`src/rtl/pll_ctrl_pkg.sv`:
```
// pll_ctrl_pkg: shared state encoding, ratio limits and counter sizing for the PLL reconfiguration sequencer
package pll_ctrl_pkg;
  typedef enum logic [2:0] {
    RST_HOLD    = 3'd0,
    WAIT_LOCK   = 3'd1,
    STABLE      = 3'd2,
    RETRY_CHK   = 3'd3,
    IDLE_LOCKED = 3'd4,
    FAULT       = 3'd5
  } state_t;
  localparam int PLL_DEFAULT_ODIV0 = 5;
  localparam int PLL_DIV_MIN = 1;
  localparam int PLL_DIV_MAX = 128;
  // bits needed for a counter that must hold the value n itself
  function automatic int cw(input int n);
    return (n < 2) ? 1 : $clog2(n + 1);
  endfunction
endpackage

```
`src/rtl/sync_2ff.sv`:
```
// sync_2ff: two-flop synchronizer for one asynchronous level, reset value 0
//   clk, rst : destination clock and synchronous active-high reset
//   d        : asynchronous input
//   q        : synchronized output, two clk cycles of latency
module sync_2ff (
  input  logic clk,
  input  logic rst,
  input  logic d,
  output logic q
);
  logic meta_q, sync_q;
  always_ff @(posedge clk) begin
    if (rst) begin
      meta_q <= 1'b0;
      sync_q <= 1'b0;
    end else begin
      meta_q <= d;
      sync_q <= meta_q;
    end
  end
  assign q = sync_q;
endmodule

```
`src/rtl/pll_reconfig_ctrl.sv`:
```
// pll_reconfig_ctrl: sequences PLL ratio changes, reset, qualified lock, retries and lock-loss recovery
//   req_valid/req_odiv/req_ready : ratio change handshake, ready only when idle or faulted
//   pll_lock                     : raw asynchronous PLL lock
//   pll_rst/dyn_odiv0            : PLL reset and CLKOUT0 ratio
//   clk_ok                       : ADC clock qualified
//   busy/done/err_range/fault    : sequence status, done and err_range are 1-cycle pulses
//   retry_cnt                    : attempts used in the last sequence
module pll_reconfig_ctrl
  import pll_ctrl_pkg::*;
#(
  parameter int RST_CYCLES    = 16,
  parameter int LOCK_TIMEOUT  = 50000,
  parameter int STABLE_CYCLES = 1024,
  parameter int MAX_RETRY     = 3,
  parameter int DIV_MIN       = pll_ctrl_pkg::PLL_DIV_MIN,
  parameter int DIV_MAX       = pll_ctrl_pkg::PLL_DIV_MAX,
  parameter int DEFAULT_ODIV0 = pll_ctrl_pkg::PLL_DEFAULT_ODIV0
) (
  input  logic       clk,
  input  logic       rst,
  input  logic       req_valid,
  input  logic [9:0] req_odiv,
  output logic       req_ready,
  input  logic       pll_lock,
  output logic       pll_rst,
  output logic [9:0] dyn_odiv0,
  output logic       clk_ok,
  output logic       busy,
  output logic       done,
  output logic       err_range,
  output logic       fault,
  output logic [1:0] retry_cnt
);
  localparam int RW = cw(RST_CYCLES);
  localparam int TW = cw(LOCK_TIMEOUT);
  localparam int SW = cw(STABLE_CYCLES);
  state_t state_q, state_d;
  logic [RW-1:0] rcnt_q, rcnt_d;
  logic [TW-1:0] tcnt_q, tcnt_d;
  logic [SW-1:0] scnt_q, scnt_d;
  logic [9:0] odiv_q, odiv_d;
  logic [1:0] retry_q, retry_d;
  logic fault_q, fault_d, done_q, done_d, err_q, err_d;
  logic lock_s, accept, in_range;
  sync_2ff u_sync (
    .clk(clk),
    .rst(rst),
    .d  (pll_lock),
    .q  (lock_s)
  );
  assign req_ready = (state_q == IDLE_LOCKED) || (state_q == FAULT);
  assign busy      = !req_ready;
  assign pll_rst   = (state_q == RST_HOLD) || (state_q == FAULT);
  // drops combinationally with lock_s so capture is gated the same cycle
  assign clk_ok    = (state_q == IDLE_LOCKED) && lock_s;
  assign accept    = req_valid && req_ready;
  assign in_range  = (req_odiv >= 10'(DIV_MIN)) && (req_odiv <= 10'(DIV_MAX));
  always_comb begin
    state_d = state_q;
    rcnt_d  = rcnt_q;
    tcnt_d  = tcnt_q;
    scnt_d  = scnt_q;
    odiv_d  = odiv_q;
    retry_d = retry_q;
    fault_d = fault_q;
    done_d  = 1'b0;
    err_d   = 1'b0;
    case (state_q)
      RST_HOLD: begin
        rcnt_d = rcnt_q + 1'b1;
        if (rcnt_q >= RW'(RST_CYCLES - 1)) begin
          state_d = WAIT_LOCK;
          rcnt_d  = '0;
          tcnt_d  = '0;
          scnt_d  = '0;
        end
      end
      WAIT_LOCK: begin
        tcnt_d = (&tcnt_q) ? tcnt_q : tcnt_q + 1'b1;
        // the cycle that first sees lock counts as the first stable cycle
        if (lock_s) begin
          state_d = STABLE;
          scnt_d  = SW'(1);
        end else if (tcnt_q >= TW'(LOCK_TIMEOUT - 1)) state_d = RETRY_CHK;
      end
      STABLE: begin
        // timeout keeps running across lock glitches so a flapping PLL still fails
        tcnt_d = (&tcnt_q) ? tcnt_q : tcnt_q + 1'b1;
        scnt_d = (&scnt_q) ? scnt_q : scnt_q + 1'b1;
        if (!lock_s) begin
          state_d = WAIT_LOCK;
          scnt_d  = '0;
        end else if (scnt_q >= SW'(STABLE_CYCLES - 1)) begin
          state_d = IDLE_LOCKED;
          done_d  = 1'b1;
        end
      end
      RETRY_CHK: begin
        if (retry_q < 2'(MAX_RETRY)) begin
          retry_d = (&retry_q) ? retry_q : retry_q + 2'd1;
          state_d = RST_HOLD;
          rcnt_d  = '0;
        end else begin
          state_d = FAULT;
          fault_d = 1'b1;
          done_d  = 1'b1;
        end
      end
      IDLE_LOCKED: begin
        if (!lock_s) begin
          retry_d = '0;
          state_d = RST_HOLD;
          rcnt_d  = '0;
        end
      end
      FAULT: state_d = FAULT;
      default: state_d = RST_HOLD;
    endcase
    // an accepted in-range request overrides a simultaneous lock drop
    if (accept && in_range) begin
      odiv_d  = req_odiv;
      fault_d = 1'b0;
      retry_d = '0;
      state_d = RST_HOLD;
      rcnt_d  = '0;
    end
    if (accept && !in_range) err_d = 1'b1;
  end
  always_ff @(posedge clk) begin
    if (rst) begin
      state_q <= RST_HOLD;
      rcnt_q  <= '0;
      tcnt_q  <= '0;
      scnt_q  <= '0;
      odiv_q  <= 10'(DEFAULT_ODIV0);
      retry_q <= '0;
      fault_q <= 1'b0;
      done_q  <= 1'b0;
      err_q   <= 1'b0;
    end else begin
      state_q <= state_d;
      rcnt_q  <= rcnt_d;
      tcnt_q  <= tcnt_d;
      scnt_q  <= scnt_d;
      odiv_q  <= odiv_d;
      retry_q <= retry_d;
      fault_q <= fault_d;
      done_q  <= done_d;
      err_q   <= err_d;
    end
  end
  assign dyn_odiv0 = odiv_q;
  assign retry_cnt = retry_q;
  assign fault     = fault_q;
  assign done      = done_q;
  assign err_range = err_q;
endmodule

```
`config.mk`:
```
export PLATFORM = sky130hd
export DESIGN_NAME = pll_reconfig_ctrl
export DESIGN_NICKNAME = d
export VERILOG_FILES = /design/src/rtl/pll_ctrl_pkg.sv /design/src/rtl/sync_2ff.sv /design/src/rtl/pll_reconfig_ctrl.sv
export SDC_FILE = /design/constraint.sdc
export NUM_CORES = 1
export LEC_CHECK = 0
export ABC_AREA = 1
export CAP_MARGIN = 20
export CORE_UTILIZATION = 55
export CTS_BUF_LIST = sky130_fd_sc_hd__clkbuf_4
export DETAILED_ROUTE_END_ITERATION = 10
export PLACE_DENSITY = 0.79
export SETUP_SLACK_MARGIN = 0.2
export SYNTH_ARGS = -nofsm -noshare
export SYNTH_HDL_FRONTEND = slang
export SYNTH_SLANG_ARGS = --single-unit
export TNS_END_PERCENT = 10
```
`constraint.sdc`:
```
create_clock -name clk -period 1.87 [get_ports clk]
set_input_delay 0.187 -clock clk [delete_from_list [all_inputs] [get_ports clk]]
set_output_delay 0.187 -clock clk [all_outputs]
set_load 0.02 [all_outputs]
```
=== Word level (Yosys, flattened, before mapping) ===
Index checks and enable logic that the tools add are counted.

* Bits in registers: 52
* Output and inout port bits: 19
* Memories: 0
* Logic and storage cells: 90
* Memory bits (writable): 0
* Bits in latches: 0
* Bits in read-only memories: 0

* Eq/ne operators: 14
* $add $sub $neg: 4
* $mul: 0
* Muxes and demuxes: 29
* Shift-type cells: 0
* Div/mod/pow operators: 0
* Bitwise operators: 1
* Reduce and logical (&&, ||, !) cells: 25
* $lt $le $gt $ge: 6

{| class="wikitable"
|+ Operator list
! operator !! count
|-
| 2-to-1 mux 11 bit || 4
|-
| case mux 11 bit (3 select lines) || 1
|-
| 2-to-1 mux 16 bit || 2
|-
| case mux 16 bit (2 select lines) || 1
|-
| 2-to-1 mux 3 bit || 7
|-
| case mux 3 bit (6 select lines) || 1
|-
| adder 16 x 1 -> 16 bit, second input constant || 1
|-
| greater-or-equal comparator 16 bit, second input constant || 1
|-
| AND reduction 16 bit || 1
|-
| 2-to-1 mux 5 bit || 3
|-
| case mux 5 bit (3 select lines) || 1
|-
| AND reduction 4 bit || 3
|-
| adder 11 x 1 -> 11 bit, second input constant || 1
|-
| greater-or-equal comparator 11 x 10 -> 1 bit, second input constant || 1
|-
| AND reduction 11 bit || 1
|-
| greater-or-equal comparator 10 x 1 -> 1 bit, second input constant || 1
|-
| <= comparator 10 x 8 -> 1 bit, second input constant || 1
|-
| != test 2 bit, second input constant || 4
|-
| equality test 3 x 2 -> 1 bit, second input constant || 2
|-
| equality test 3 bit, second input constant || 2
|-
| 2-to-1 mux 2 bit || 3
|-
| != test 3 bit, second input constant || 2
|-
| AND reduction 3 bit || 2
|-
| nonzero test 3 bit || 2
|-
| 18 further kinds || 31
|}

=== Longest topological paths before layout ===
Gate-level depths: netlist (run 1).

* Depth in word-level cells: 5
* Depth in mapped cells: 12
* Mapped depth without buffers: 12

=== Hierarchy ===
A second synthesis (run 1) with hierarchy kept.

* Cells, all modules: 467
* Area, all modules: 2986.6 um2

{| class="wikitable"
|+ By module, submodules not included
! module !! sequential area each (um2) !! instances !! area an instance (um2) !! cells an instance
|-
| pll_reconfig_ctrl || 1001.0 || 1 || 2931.6 || 461
|-
| sync_2ff || 40.0 || 1 || 55.1 || 6
|}

=== Worst setup path before layout (run 1) ===
OpenSTA, ideal clock, no wires.

* Path kind: reg2reg
* From: reg rcnt_q[0]
* To: reg tcnt_q[3]
* Setup slack: 0.188 ns
* Setup time: 0.116 ns
* Clock period less this slack: 1.682 ns
* Arrival: 1.567 ns
* Cell stages (with the launch flop): 11
* Cell sequence: dfxtp_1 ha_1 and3_1 ha_1 nor2_1 nand3_2 nand2_1 nor2_4 buf_4 a21oi_1 nor2_1

* Word-level cells in the longest chain between the ends: 3

{| class="wikitable"
|+ Ends and longest elaborated chain
! item !! RTL line !! RTL
|-
| start: declaration || pll_reconfig_ctrl.sv:38 || <nowiki>logic [RW-1:0] rcnt_q, rcnt_d;</nowiki>
|-
| start signal: assignment || pll_reconfig_ctrl.sv:142 || <nowiki>rcnt_q <= rcnt_d;</nowiki>
|-
| greater-or-equal comparator 5 x 4 -> 1 bit || pll_reconfig_ctrl.sv:71 || <nowiki>if (rcnt_q >= RW'(RST_CYCLES - 1)) begin</nowiki>
|-
| != test 2 x 1 -> 1 bit (no line) || -- ||
|-
| AND reduction 3 bit (no line) || -- ||
|-
| end signal: assignment || pll_reconfig_ctrl.sv:143 || <nowiki>tcnt_q <= tcnt_d;</nowiki>
|-
| end: declaration || pll_reconfig_ctrl.sv:39 || <nowiki>logic [TW-1:0] tcnt_q, tcnt_d;</nowiki>
|}

No other way between the ends.
A chain may end at the register's enable or synchronous reset.

=== Final worst setup path (run 1) ===
* From: reg rcnt_q[1]
* To: reg scnt_q[4]

* Word-level cells in the longest chain between the ends: 3

{| class="wikitable"
|+ Ends and longest elaborated chain
! item !! RTL line !! RTL
|-
| greater-or-equal comparator 5 x 4 -> 1 bit || pll_reconfig_ctrl.sv:71 ||
|-
| != test 2 x 1 -> 1 bit (no line) || -- ||
|-
| AND reduction 4 bit (no line) || -- ||
|-
| end signal: assignment || pll_reconfig_ctrl.sv:144 || <nowiki>scnt_q <= scnt_d;</nowiki>
|-
| end: declaration || pll_reconfig_ctrl.sv:40 || <nowiki>logic [SW-1:0] scnt_q, scnt_d;</nowiki>
|}

No other way between the ends.

==> results of run 1 <==
## state kept, by name (all words and copies together) (netlist names)
register,cells
err_range,1
fault,1
state_q,3
done,1
rcnt_q,5
u_sync.meta_q,1
scnt_q,11
dyn_odiv0,10
u_sync.q,1
tcnt_q,16
retry_cnt,2
## logic make-up after synthesis
family	synth area share [%]
xor+xnor	0.929
fa+ha+maj	2.21
flops	36.8
compound gates	9.95
simple gates	41.5
buf+inv	8.58
## cells in the final DEF, fill, tap and decap left out, types with 2 or more instances in the layout
cell type	n
buf_4	13
nand4_1	16
a21oi_1	28
nor2_4	5
dfxtp_1	46
clkbuf_4	6
nand2_2	6
o211ai_1	2
o21ai_1	2
a21oi_2	9
clkdlybuf4s15_2	3
ha_4	3
nand3_1	33
nor3_1	7
buf_6	3
xnor2_1	2
o21ai_0	7
inv_1	42
nand2_1	117
nor2_2	8
nor2_1	70
inv_2	9
nand3_2	3
a21o_1	2
clkdlybuf4s50_1	28
ha_1	2
dfxtp_2	6
## routing by layer
layer,share of wire (%),vias up
met5,0,-
met4,1.3,0
met3,5.1,10
met2,49,104
met1,45,1365
li1,-,1526
## Yosys cell counts, drive strengths merged
| cell | count | share of area, % |
|---|---|---|
| nor2 | 82 | 12 |
| a21oi | 37 | 6.5 |
| o211ai | 2 | 0.53 |
| a21o | 2 | 0.53 |
| nand3 | 37 | 7.1 |
| clkbuf | 3 | 0.44 |
| buf | 4 | 1.2 |
| xnor2 | 2 | 0.62 |
| nand4 | 16 | 3.5 |
| dfxtp | 52 | 37 |
| o21ai | 10 | 1.8 |
| and3 | 1 | 0.22 |
| a21boi | 1 | 0.27 |
| nor3 | 8 | 1.6 |
| ha | 5 | 2.2 |
| and2 | 1 | 0.22 |
| a31o | 1 | 0.31 |
| nand2 | 124 | 17 |
| inv | 52 | 6.9 |
| or2 | 1 | 0.22 |
| xor2 | 1 | 0.31 |
## repair_timing
item | CTS | global route
buffers inserted | 1 | 3
setup endpoints to repair | 31 | 52
gates resized for setup | 37 | 18
pin swaps | 6 | 9
gates cloned | 2 | 1
## final cells by class
type	instances	area [µm²]	share of cell area, %
flip-flops and latches	52	1050	29.1
multi-input cells	332	1680	46.7
well taps	67	83.8	2.33
inverters	52	200	5.55
clock buffers	6	45.0	1.25
repair buffers	51	527	14.6
clock inverters	2	16.3	0.451
## power groups by stage
stage | combinational, mW | sequential (mW) | clock (mW)
finish | 2.15 | 1.31 | 0.533
global route | 2.34 | 1.33 | 0.585
CTS | 1.83 | 1.30 | 0.540
detailed placement | 1.52 | 1.31 | 0
global placement | 1.50 | 1.30 | 0
floorplan | 1.11 | 1.31 | 0
## worst min-delay path: stages
cell and delay [ns]:
clkdlybuf4s50_1 0.41, inv_1 0.06, nor2_1 0.03
## through the flow
stage	worst slack [ns]	hold WS (ns)	util [%]	std cells	instance area, µm²
global route	0.0228	0.323	74.3	562	3600
floorplan	0.212	0.294	-	442	2830
CTS	0.105	0.327	71.9	558	3480
global placement	0.0239	0.392	68.0	547	3300
detailed placement	-0.0661	0.405	68.0	547	3300
finish	0.124	0.339	74.3	562	3600
## path summary, 6_finish.rpt
path | from | end | cells past startpoint
hold reg to reg | u_sync.meta_q$_SDFF_PP0_ | u_sync.q$_SDFF_PP0_ | 2
setup reg to reg | rcnt_q[1]$_SDFFE_PP0P_ | scnt_q[4]$_SDFFE_PP0P_ | 12
hold / removal | pll_lock | u_sync.meta_q$_SDFF_PP0_ | 3
setup / recovery | rcnt_q[1]$_SDFFE_PP0P_ | scnt_q[4]$_SDFFE_PP0P_ | 12
==> results.sh, run 1 <==
export IMPL_status="completed"
export IMPL_yosysWarnings=0
export IMPL_avgViaCountPerCell=5.35
export IMPL_setup_viol=0
export IMPL_cp_arrival_ns=2.06
export IMPL_yosysSeqAreaShare_pct=36.8
export IMPL_vias=3005
export IMPL_grt_use_total_pct=28.5
export IMPL_routed_wl_mm=7.32
export IMPL_coreArea_um2=4850
export IMPL_path_clk_slew_ns=0.16
export IMPL_p_sw_mw=1.71
export IMPL_met2_usage_pct=46.9
export IMPL_cpPeakStageDelay_ns=0.39
export IMPL_rsz0062_at_grt="true"
export IMPL_die_area_um2=5430
export IMPL_numPortBuffers=32
export IMPL_grt_pass1_vias=2764
export IMPL_synth_area_um2=2830
export IMPL_antenna_found_initial=0
export IMPL_fp_dieW_um=73.7
export IMPL_drc=0
export IMPL_cp_max_fo=6
export IMPL_slew_viol_final=0
export IMPL_synthCells=442
export IMPL_chipHeight_um=73.7
export IMPL_leakage_nw=1.45
export IMPL_top_usage_layer="met2"
export IMPL_synthToLayoutAreaGrowth_pct=27.4
export IMPL_drt_iter0_markers=187
export IMPL_power_mw=3.99
export IMPL_cts_buffers=5
export IMPL_clock_sinks=52
export IMPL_power_share_clock_pct=13.3
export IMPL_worst_slew_pin_slew_ns=0.348
export IMPL_cp_required_ns=2.18
export IMPL_met1_usage_pct=37.0
export IMPL_cts_htree_levels=2
export IMPL_io_pins=33
export IMPL_path_cells="ha_4 > and3_4 > ha_4 > nor2_2 > nand3_2 > buf_6 > nand3_4 > nor2_4 > nand2_2 > nand2_1 > nand2_1 > nor2_1"
export IMPL_grt_pass1_wl_mm=12.1
export IMPL_relSlewSlack_pct=76.6
export IMPL_hold_viol_final=0
export IMPL_hp_class="input port to flop"
export IMPL_routabilityCongestion=0.922
export IMPL_rrSetupSlack_ns=0.12
export IMPL_drt_first_pass_iters=5
export IMPL_ys_types=31
export IMPL_power_frac_seq_pct=32.9
export IMPL_critPathTopFamily="simple AND/OR/NAND/NOR gates"
export IMPL_skew_ns=0.0206
export IMPL_synth_seq_cells=52
export IMPL_filler_cell_count=397
export IMPL_avgSynthCellArea_um2=6.40
export IMPL_nets=513
export IMPL_antenna_cells=0
export IMPL_timing_fmax_mhz=573
export IMPL_start_util_pct=58.3
export IMPL_fin_crit_ns=1.75
export IMPL_cts_tree="yes"
export IMPL_p_sw_share_pct=42.8
export IMPL_rows=25
export IMPL_start_kind="flop"
export IMPL_internal_power_mw=2.28
export IMPL_max_vdd_ir_drop_mv=0.832
export IMPL_synth_fp_nets=461
export IMPL_power_density_nw_per_um2=1110
export IMPL_cts_root_buf="clkbuf_4"
export IMPL_tns_ns=0
export IMPL_place_hpwl_mm=5.05
export IMPL_ctsHoldBuffers=0
export IMPL_drive_above_1_share_pct=17.6
export IMPL_endpoint_kind="flop"
export IMPL_grt_max_degree=22
export IMPL_drv_cap=0
export IMPL_critPathKind="flop to flop"
export IMPL_post_route_period_util_pct=93.4
export IMPL_clk_latency_ns=0.38
export IMPL_gr_usage_met3_pct=5.08
export IMPL_comb_power_share_pct=53.8
export IMPL_clock_path_buffers=2
export IMPL_crit_path_top_delay_cell="dfxtp_2"
export IMPL_ant_nets=0
export IMPL_overflow=0
export IMPL_critPathBufInv=1
export IMPL_wl_per_cell_um=13.0
Note: power is estimated with default switching activity, not from simulation.
==> inputs of run 2 (changes only) <==
==> constraint.sdc (replaced) <==
create_clock -name clk -period 1.61 [get_ports clk]
set_input_delay 0.161 -clock clk [delete_from_list [all_inputs] [get_ports clk]]
set_output_delay 0.161 -clock clk [all_outputs]
set_load 0.02 [all_outputs]
==> results.sh, run 2 (synthesis gave the netlist of run 1 again) <==
export IMPL_cts_htree_levels=2
export IMPL_cts_root_buf="clkbuf_4"
export IMPL_vias=3285
export IMPL_routed_wl_mm=8.56
export IMPL_clk_latency_ns=0.38
export IMPL_post_route_period_util_pct=117
export IMPL_routabilityCongestion=0.887
export IMPL_r2r_cells=12
export IMPL_hp_class="input port to flop"
export IMPL_drive_above_1_share_pct=27.8
export IMPL_relSlewSlack_pct=74.8
export IMPL_r2r_end="tcnt_q[9]$_SDFFE_PP0P_"
export IMPL_path_clk_slew_ns=0.15
export IMPL_min_delay_worst_endpoint="u_sync.meta_q$_SDFF_PP0_"
export IMPL_min_from="pll_lock"
export IMPL_status="finished with violations"
export IMPL_cp_arrival_ns=2.19
export IMPL_slew_viol_final=0
export IMPL_leakage_nw=1.69
export IMPL_violations="negative setup slack"
export IMPL_numPortBuffers=32
export IMPL_largest_register="tcnt_q"
export IMPL_setup_viol=30
export IMPL_hold_viol_final=0
export IMPL_drt_first_pass_iters=5
export IMPL_coreArea_um2=4850
export IMPL_grt_use_total_pct=29.4
export IMPL_grt_pass1_vias=2923
export IMPL_placedInstanceArea_um2=3540
export IMPL_nets=543
export IMPL_antenna_found_initial=0
export IMPL_max_vdd_ir_drop_mv=0.876
export IMPL_fin_area_um2=3980
export IMPL_avgViaCountPerCell=5.55
export IMPL_worstReg2RegStart="rcnt_q[0]$_SDFFE_PP0P_"
export IMPL_rsz0062_at_grt="true"
export IMPL_multi_input_area_um2=1800
export IMPL_start_kind="flop"
export IMPL_layout_area_seq_um2=1060
export IMPL_clock_path_buffers=2
export IMPL_final_util_pct=82.1
export IMPL_rows=25
export IMPL_endpoint_kind="flop"
export IMPL_worst_slew_pin_slew_ns=0.376
export IMPL_io_pins=33
export IMPL_synthToLayoutAreaGrowth_pct=40.6
export IMPL_critPathLaunch="rcnt_q[0]$_SDFFE_PP0P_"
export IMPL_grt_max_degree=19
export IMPL_overflow=0
export IMPL_rrSetupSlack_ns=-0.27
export IMPL_wl_per_cell_um=14.5
export IMPL_cts_buffers=5
export IMPL_ctsHoldBuffers=0
export IMPL_final_cell_mix="105 x nand2_1, 69 x nor2_1, 42 x dfxtp_1, 40 x inv_1, 38 x buf_4"
export IMPL_cp_required_ns=1.91
export IMPL_fin_ws_ns=-0.275
export IMPL_filler_cell_count=332
export IMPL_fp_dieW_um=73.7
export IMPL_hold_depth=3
export IMPL_antenna_cells=0
export IMPL_drv_cap=0
export IMPL_critPathKind="flop to flop"
export IMPL_layout_commonest_cell="nand2_1"
export IMPL_timing_fmax_mhz=531
export IMPL_start_util_pct=58.3
export IMPL_ant_nets=0
export IMPL_chipHeight_um=73.7
export IMPL_grt_pass1_wl_mm=12.4
export IMPL_largest_register_ffs=16
export IMPL_clock_sinks=52
export IMPL_place_hpwl_mm=5.23
export IMPL_fin_crit_ns=1.88
export IMPL_die_area_um2=5430
export IMPL_drc=0
export IMPL_cp_max_fo=6
export IMPL_power_density_nw_per_um2=1330
export IMPL_skew_ns=0.0102
export IMPL_drt_iter0_markers=221
export IMPL_cts_tree="yes"
## run 2: layout make-up
class / instances / share of cell area [%]
clock inverter: 3 / 0.943
inverter: 52 / 5.09
timing repair buffer: 81 / 19.1
multi-input combinational: 331 / 45.1
sequential: 52 / 26.5
clock buffer: 5 / 0.943
timing repair inverter: 1 / 0.126
tap: 67 / 2.11
## run 2: what timing repair did
action	CTS	global route
hold endpoints to repair	0	0
resized for setup	68	36
pin swaps	10	18
setup endpoints to repair	67	53
buffers inserted	4	7
cloned	0	4
## run 2: worst max path at each step
stage                              to  slack [ns]  depth (start not counted)
2_1_floorplan  scnt_q[5]$_SDFFE_PP0P_        0.05                         12
3_3_place_gp   scnt_q[5]$_SDFFE_PP0P_       -0.02                         11
3_5_place_dp   scnt_q[5]$_SDFFE_PP0P_       -0.05                         11
4_1_cts        tcnt_q[7]$_SDFFE_PP0P_       -0.08                         10
5_1_grt        tcnt_q[9]$_SDFFE_PP0P_       -0.34                         11
6_report       tcnt_q[9]$_SDFFE_PP0P_       -0.27                         12
## run 2: metrics by stage
step	TNS (ns)	hold slack [ns]	cells	power (mW)	worst slack, ns
after detailed placement	-0.650	0.401	569	3.59	-0.0517
after global routing	-6.36	0.314	592	5.54	-0.343
after CTS	-1.00	0.309	581	4.47	-0.0847
after global placement	-0.0527	0.400	569	3.52	-0.0218
final	-3.78	0.314	592	5.29	-0.275
after floorplan	0	0.268	442	2.92	0.0521
## run 2: power breakdown
| part | leakage (nW) | internal, mW | switching (mW) |
|---|---|---|---|
| Sequential | 0.425 | 1.41 | 0.112 |
| Combinational | 1.23 | 1.36 | 1.67 |
| Clock | 0.0403 | 0.318 | 0.415 |
## run 2: critical path, stage by stage, from the launching register on
cell and delay, ns:
dfxtp_2 0.36, ha_4 0.15, and3_4 0.18, ha_4 0.16
nor2_4 0.12, nand3_4 0.11, nand2_4 0.11, nor2_4 0.05
buf_12 0.14, buf_12 0.13, nand3_1 0.08, nand2_1 0.07
nor2_1 0.14
## run 2: layer usage
layer | part of all wire [%] | up-vias | track usage, %
li1 | - | 1585 | -
met1 | 39 | 1504 | 33.7
met2 | 51 | 157 | 53.3
met3 | 6.1 | 39 | 5.35
met4 | 3.5 | 0 | 12.2
met5 | 0 | - | 0
